### src/rtl/bias_act_stage.sv
// Post-product stage: per-neuron bias add with saturation, optional ReLU, and argmax,
// processing one element per cycle and publishing the whole layer output at once.
//
// state | meaning
// IDLE  | waiting for start; vec_in/bias captured on start
// RUN   | element k processed each cycle into the shadow buffer
// DONE  | result/argmax_idx just updated; done pulses for this cycle
module bias_act_stage #(
    parameter int FRACTION_WIDTH = 15,
    parameter int BIT_WIDTH      = 32,
    parameter int NUM_COL_MAT    = 5,
    parameter int ACT_MODE       = 1,
    parameter int IDX_WIDTH      = (NUM_COL_MAT > 1) ? $clog2(NUM_COL_MAT) : 1
) (
    input  logic                                  clk,
    input  logic                                  rst,
    input  logic                                  start,
    input  logic [NUM_COL_MAT-1:0][BIT_WIDTH-1:0] vec_in,
    input  logic [NUM_COL_MAT-1:0][BIT_WIDTH-1:0] bias,
    output logic [NUM_COL_MAT-1:0][BIT_WIDTH-1:0] result,
    output logic [IDX_WIDTH-1:0]                  argmax_idx,
    output logic                                  busy,
    output logic                                  done
);

    // Bias and product share the same Q format, so the fraction width never enters the math.
    if (NUM_COL_MAT < 1 || FRACTION_WIDTH < 0 || FRACTION_WIDTH >= BIT_WIDTH) begin : g_bad_cfg
        $error("bias_act_stage: invalid parameter set");
    end

    typedef enum logic [1:0] {IDLE, RUN, DONE} state_t;

    localparam logic signed [BIT_WIDTH-1:0] SAT_MAX = {1'b0, {(BIT_WIDTH-1){1'b1}}};
    localparam logic signed [BIT_WIDTH-1:0] SAT_MIN = {1'b1, {(BIT_WIDTH-1){1'b0}}};
    localparam logic [IDX_WIDTH-1:0]        LAST_K  = IDX_WIDTH'(NUM_COL_MAT - 1);

    state_t                       state, state_nxt;
    logic [IDX_WIDTH-1:0]         k;
    logic signed [BIT_WIDTH-1:0]  vec_r    [NUM_COL_MAT];
    logic signed [BIT_WIDTH-1:0]  bias_r   [NUM_COL_MAT];
    logic signed [BIT_WIDTH-1:0]  shadow   [NUM_COL_MAT];
    logic signed [BIT_WIDTH-1:0]  best_val;
    logic [IDX_WIDTH-1:0]         best_idx;

    logic signed [BIT_WIDTH:0]    sum;
    logic signed [BIT_WIDTH-1:0]  sat_val;
    logic signed [BIT_WIDTH-1:0]  act_val;
    logic                         last_k;
    logic                         take;

    always_comb begin
        sum     = {vec_r[k][BIT_WIDTH-1], vec_r[k]} + {bias_r[k][BIT_WIDTH-1], bias_r[k]};
        sat_val = sum[BIT_WIDTH-1:0];
        // Top two bits disagree only when the add left the BIT_WIDTH range.
        if (sum[BIT_WIDTH] != sum[BIT_WIDTH-1]) begin
            sat_val = sum[BIT_WIDTH] ? SAT_MIN : SAT_MAX;
        end
        act_val = sat_val;
        if (ACT_MODE == 1 && sat_val[BIT_WIDTH-1]) begin
            act_val = '0;
        end
        last_k = (k == LAST_K);
        take   = (k == '0) || (act_val > best_val);
    end

    always_comb begin
        state_nxt = state;
        case (state)
            IDLE:    if (start) state_nxt = RUN;
            RUN:     if (last_k) state_nxt = DONE;
            DONE:    state_nxt = IDLE;
            default: state_nxt = IDLE;
        endcase
    end

    always_ff @(posedge clk or posedge rst) begin
        if (rst) begin
            state <= IDLE;
        end else begin
            state <= state_nxt;
        end
    end

    always_ff @(posedge clk or posedge rst) begin
        if (rst) begin
            k          <= '0;
            best_val   <= '0;
            best_idx   <= '0;
            result     <= '0;
            argmax_idx <= '0;
            for (int i = 0; i < NUM_COL_MAT; i++) begin
                vec_r[i]  <= '0;
                bias_r[i] <= '0;
                shadow[i] <= '0;
            end
        end else begin
            case (state)
                IDLE: begin
                    if (start) begin
                        k <= '0;
                        for (int i = 0; i < NUM_COL_MAT; i++) begin
                            vec_r[i]  <= vec_in[i];
                            bias_r[i] <= bias[i];
                        end
                    end
                end
                RUN: begin
                    shadow[k] <= act_val;
                    if (take) begin
                        best_val <= act_val;
                        best_idx <= k;
                    end
                    k <= last_k ? '0 : k + 1'b1;
                    // Final slot is not in the shadow buffer yet, so splice it in on the publish.
                    if (last_k) begin
                        for (int i = 0; i < NUM_COL_MAT; i++) begin
                            result[i] <= (IDX_WIDTH'(i) == k) ? act_val : shadow[i];
                        end
                        argmax_idx <= take ? k : best_idx;
                    end
                end
                default: ;
            endcase
        end
    end

    assign busy = (state != IDLE);
    assign done = (state == DONE);

endmodule

### config.mk
export PLATFORM = sky130hd
export DESIGN_NAME = bias_act_stage
export DESIGN_NICKNAME = d
export VERILOG_FILES = /design/src/rtl/bias_act_stage.sv
export SDC_FILE = /design/constraint.sdc
export NUM_CORES = 2
export LEC_CHECK = 0
export CAP_MARGIN = 30
export CORE_MARGIN = 3
export CORE_UTILIZATION = 58
export DETAILED_ROUTE_END_ITERATION = 10
export PLACE_DENSITY = 0.86
export SLEW_MARGIN = 10
export SYNTH_ARGS = -nofsm -noshare
export SYNTH_HDL_FRONTEND = slang
export SYNTH_SLANG_ARGS = --single-unit
export TNS_END_PERCENT = 20
### constraint.sdc
create_clock -name clk -period 29.6 [get_ports clk]
set_input_delay 2.96 -clock clk [delete_from_list [all_inputs] [get_ports clk]]
set_output_delay 2.96 -clock clk [all_outputs]
set_load 0.02 [all_outputs]
---- Yosys cells after proc, flatten, opt, wreduce, memory -nomap -nowiden ----
Index checks and enable logic that the tools add are counted.
word-level totals
  register bits ........................... 683
  input port bits ......................... 323
cells by class
  add/subtract/negate cells ............... 2
  order comparisons ....................... 3
  equal/unequal tests ..................... 10
  mux-type cells .......................... 24
  bitwise gates (word level) .............. 1
  reduce and logical (&&, ||, !) cells .... 11
operator list
  cell                                                                          count
  32-bit two-way mux                                                            12
  32-bit binary-select mux with 3-bit select                                    2
  160-bit bitwise mux                                                           1
  32-bit demux with 3-bit select                                                1
  32-bit by 32-bit adder with 33-bit output                                     1
  32-bit greater-than comparator                                                1
  31-bit two-way mux                                                            1
  2-bit AND reduction                                                           5
  3-bit two-way mux                                                             3
  2-bit by 3-bit == test with 1-bit output, first input constant                2
  3-bit one-hot mux with 2 select lines                                         1
  4-bit >= comparator, second input constant                                    1
  4-bit by 1-bit less-than comparator with 1-bit output, second input constant  1
  2-bit two-way mux                                                             2
  2-bit != test, second input constant                                          2
  3-bit NOT with 4-bit output                                                   1
  2-bit one-hot mux with 2 select lines                                         1
  2-bit nonzero test                                                            2
  3-bit by 1-bit adder with 3-bit output, second input constant                 1
  1-bit by 3-bit == test with 1-bit output, first input constant                1
  3-bit == test, first input constant                                           1
  3-bit == test, second input constant                                          1
  3-bit zero test                                                               1
  2-bit by 1-bit == test with 1-bit output, second input constant               1
  other kinds (5)                                                               5

---- Longest topological paths before layout ----
  depth in word-level cells ............... 11
  mapped depth ............................ 29

---- Least setup slack after synthesis ----
Ideal clock, no wire load.
  path type ............................... reg-to-reg
  start ................................... register k[2]
  end ..................................... register best_val[17]
  library setup time ...................... 81 ps
  data arrival time ....................... 6083 ps
  slack ................................... 23436 ps
  stages on the path, launching flop included .. 27
  buffers on the path ..................... 4
  period minus slack after synthesis ...... 6164 ps
  cell sequence ........................... dfrtp_1 clkbuf_1 buf_1 buf_1 mux2i_1 nor2_1 a21oi_1 o22ai_1 ha_1 o211ai_1 o21bai_1 o21bai_2 a2111o_1 a2111oi_0 o21ai_0 a21oi_2 nor2_1 ha_1 a21o_1 a21o_1 a21oi_1 o22a_1 nand3_1 o221a_2 nand2_1 buf_1 mux2i_1
between the ends
  word-level cells in the longest chain between the ends .. 11
RTL lines
  element                                                 line    text
  from (decl)                                             38      logic [IDX_WIDTH-1:0] k;
  from (signal assigned)                                  113     k <= last_k ? '0 : k + 1'b1;
  3-bit NOT with 4-bit output (not written as such) *     52      sum = {vec_r[k][BIT_WIDTH-1], vec_r[k]} + {bias_r[k][BIT_WIDTH-1], bias_r[k]};
  32-bit binary-select mux with 3-bit select              52
  32-bit two-way mux (not written as such) (2 in series)  52
  32-bit by 32-bit adder with 33-bit output *             52
  32-bit two-way mux or 1-bit != test (tied branches)     56, 55
  32-bit two-way mux *                                    55      if (sum[BIT_WIDTH] != sum[BIT_WIDTH-1]) begin
  31-bit two-way mux *                                    59      if (ACT_MODE == 1 && sat_val[BIT_WIDTH-1]) begin
  via act_val[25]                                         47      logic signed [BIT_WIDTH-1:0] act_val;
  32-bit greater-than comparator *                        63      take = (k == '0) || (act_val > best_val);
  1-bit logical OR *                                      63
  2-bit AND reduction (no line) *                         --
  to (signal assigned)                                    110     best_val <= act_val;
  to (decl)                                               42      logic signed [BIT_WIDTH-1:0] best_val;
The timed path passes the listed nets; every way through them passes the cells marked *. The select of a mux whose other input is x is not followed.
A chain may end at the register's enable or synchronous reset.

---- Worst setup path after layout ----
  start ................................... register k[0]
  end ..................................... register best_idx[0]
between the ends
  word-level cells in the longest chain between the ends .. 11
RTL lines
  element                                                 line    text
  3-bit NOT with 4-bit output (not written as such) *     52
  32-bit binary-select mux with 3-bit select              52
  32-bit two-way mux (not written as such) (2 in series)  52
  32-bit by 32-bit adder with 33-bit output *             52
  32-bit two-way mux or 1-bit != test (tied branches)     56, 55
  32-bit two-way mux *                                    55
  31-bit two-way mux *                                    59
  via act_val[15]                                         47
  32-bit greater-than comparator *                        63
  1-bit logical OR *                                      63
  3-bit two-way mux *                                     109     if (take) begin
  to (signal assigned)                                    111     best_idx <= k;
  to (decl)                                               43      logic [IDX_WIDTH-1:0] best_idx;
Marked as above.

==> results.toml <==
[global_routing]
use_met1_pct = 42.4
use_met3_pct = 8.01
grt_overflow = 0
grt_pass1_vias = 23400
grt_pass1_wl_um = 136000
gr-usage-met2_pct = 55.9
grt_usage_pct = 33.0
top_usage_layer = "met2"
grt_max_degree = 228
antenna_found_initial = 18

[setup_path]
path_depth = 23
r2r_slack_ns = 21.47
path_class = "reg2reg"
slowest_delay_ns = 0.99
path_buf_inv = 5
path_delay_family = "compound AO/OA/AOI/OAI gates"
worstSetupStartpointType = "register"
cpMaxStageDelayCell = "dfrtp_4"
crit_path_max_fanout = 64
cp.arrival_ns = 8.60
crit_path_end_kind = "register"
r2r_cells = 23
cp_cell_sequence = "inv_1 > nor2_4 > buf_4 > a21oi_1 > o22ai_1 > ha_1 > a211oi_1 > o21bai_1 > o21bai_2 > a211oi_2 > nor4_4 > nor2_4 > buf_12 > o21ai_0 > inv_1 > ha_1 > nand4_1 > nor4_1 > nand2_1 > o221a_2 > nand2_1 > buf_4 > mux2_2"
required_ns = 30.07
reg2reg_to = "best_idx[0]"
r2r-start = "k[0]"

[yosys]
yosysUniqueCellTypes = 70
yosysWarnings = 0
yosysTopAreaCellShare_pct = 54.7
synth_top_area_cell = "dfrtp_1"
async_flop_share_pct = 100
synth_flop_cell = "dfrtp_1"
syn_inst = 2661
ys_ff_latch = 641
synth.area.top_cells = "dfrtp_1 55%, mux2_2 13%, nand2_1 5.4%"
seq_area_frac_synth_pct = 54.7
synth-edff-count = 0
syn_area_per_cell_um2 = 11.0
netlist_area_mm2 = 0.0293

[layout]
layout_commonest_cell = "dfrtp_1"
synthToLayoutAreaGrowth_pct = 26.7
final_cell_mix = "638 x dfrtp_1, 482 x clkdlybuf4s50_1, 421 x nand2_1, 330 x mux2_2, 243 x o21ai_0"
drive_above_1_share_pct = 16.5
final_core_util_pct = 75.1
nets = 3471

[clock_network]
cts.htree.levels = 3
hold_buffers = 0
clockBufferDepth = 3
cts_tree = "built"
cts_resized = 0
cts_buffers = 66
cts_root_buf = "clkbuf_16"
cts.sinks = 641
clock_latency_ns = 0.62
clk_pin_slew_ns = 0.06
post_cts_buffers = 0

[route]
first_pass_iters = 5
vias = 23000
drtIter0Drc = 2400
finalWirelength_um = 90000
drc = 0
vias_per_cell = 6.05
final_antenna_net_count = 0
wire_per_inst_um = 23.7

[floorplan]
rows = 81
die_width_um = 231
ios = 488
die_h_um = 231
start_util_pct = 59.3
core-area_mm2 = 0.0495
dieArea_mm2 = 0.0533

[worst_hold_path]
min_to = "result[55]"
worstHoldPathType = "reg2reg"
min_from = "result[55]"
hold_depth = 2

[sta]
slew_headroom_pct = 10.6
skew_ns = 0.0326
rsz0062_at_grt = "false"
hold_viol = 0
post-route-min-period_ns = 8.13
tns_ns = 0
setup_viol = 0
drv_slew = 0
tightest_slew_ns = 1.34
fin_crit_sh_pct = 27.5
fmax_ghz = 0.123

[placement]
place.gp.congestion = 0.941
post-dp-hpwl_um = 62600
io_buffers = 482

[run_status]
outcome = "completed"

[flow_run]
cap_violations = 0
-- cell usage after synthesis, types with 12 or more instances --
cell	number
o2bb2ai_1	21
o22ai_1	73
mux2i_1	136
a21o_1	25
inv_1	64
nand4_1	12
nor2_1	105
a21oi_1	126
mux2_2	330
o21ai_0	243
buf_1	17
clkbuf_1	141
nand3_1	16
o21a_1	12
o21ai_1	19
dfrtp_1	641
ha_1	68
nor3b_1	32
nand2_1	423
-- registers in the layout (all words and copies together), names as in the netlist --
signal / flops
argmax_idx: 3
shadow: 124
state: 2
best_idx: 3
k: 3
result: 155
best_val: 31
vec_r: 160
bias_r: 160
-- per-stage QoR --
step	worst slack, ns	area [µm²]	hold WS, ns	std cells
CTS	21.34	36900	0.468	3783
finish	21.47	37100	0.464	3798
global route	21.06	37100	0.485	3794
global placement	21.76	34600	0.449	3662
detailed placement	21.50	34700	0.452	3667
floorplan	8.68	29300	0.433	2665
-- metal layers --
layer / share of wire [%] / up-vias / wire length (µm)
met5: 0.13 / - / 121
met4: 2.6 / 18 / 2350
li1: - / 10200 / -
met3: 8.4 / 166 / 7510
met2: 50 / 1046 / 44700
met1: 39 / 11600 / 35300
-- final cells by class --
class / instances / area, µm²
Multi-Input combinational cell: 1787 / 12400
Clock buffer: 95 / 1930
Inverter: 64 / 248
Timing Repair Buffer: 519 / 5330
Clock inverter: 21 / 322
Fill cell: 3149 / 12300
Tap cell: 664 / 831
Sequential cell: 641 / 16100
Antenna cell: 7 / 17.5
-- worst register-to-register path: stages, from the launching register on --
cell      delay [ns]
dfrtp_4         0.99
inv_1           0.35
nor2_4          0.16
buf_4           0.61
a21oi_1         0.22
o22ai_1         0.30
ha_1            0.32
a211oi_1        0.23
o21bai_1        0.19
o21bai_2        0.35
a211oi_2        0.17
nor4_4          0.65
nor2_4          0.12
buf_12          0.22
o21ai_0         0.63
inv_1           0.11
ha_1            0.33
nand4_1         0.12
nor4_1          0.57
nand2_1         0.15
o221a_2         0.32
nand2_1         0.07
buf_4           0.41
mux2_2          0.40
-- worst max-delay path by stage --
stage                     startpoint             to  slack (ns)
after floorplan                  rst  argmax_idx[0]        8.68
after global placement          k[0]    best_val[4]       21.76
after detailed placement        k[0]   best_val[22]       21.50
after CTS                       k[0]   best_val[22]       21.34
after global routing            k[2]   best_val[30]       21.06
final                           k[0]    best_idx[0]       21.47
-- kinds of logic (layout without fill, tap and decap cells) --
family          count (synthesis)  after routing  share of synthesized area, %
simple gates                  636            636                          9.22
fa+ha+maj                      69             69                          2.97
xor+xnor                       20             20                         0.598
flops                         641            641                          54.7
mux                           466            466                          17.3
compound gates                591            591                          12.0
buf+inv                       237            699                          3.20
other cells                     1             12                        0.0128
Power is not shown: default switching activity piles up to over one toggle a cycle in this logic, so the estimate is an artifact.
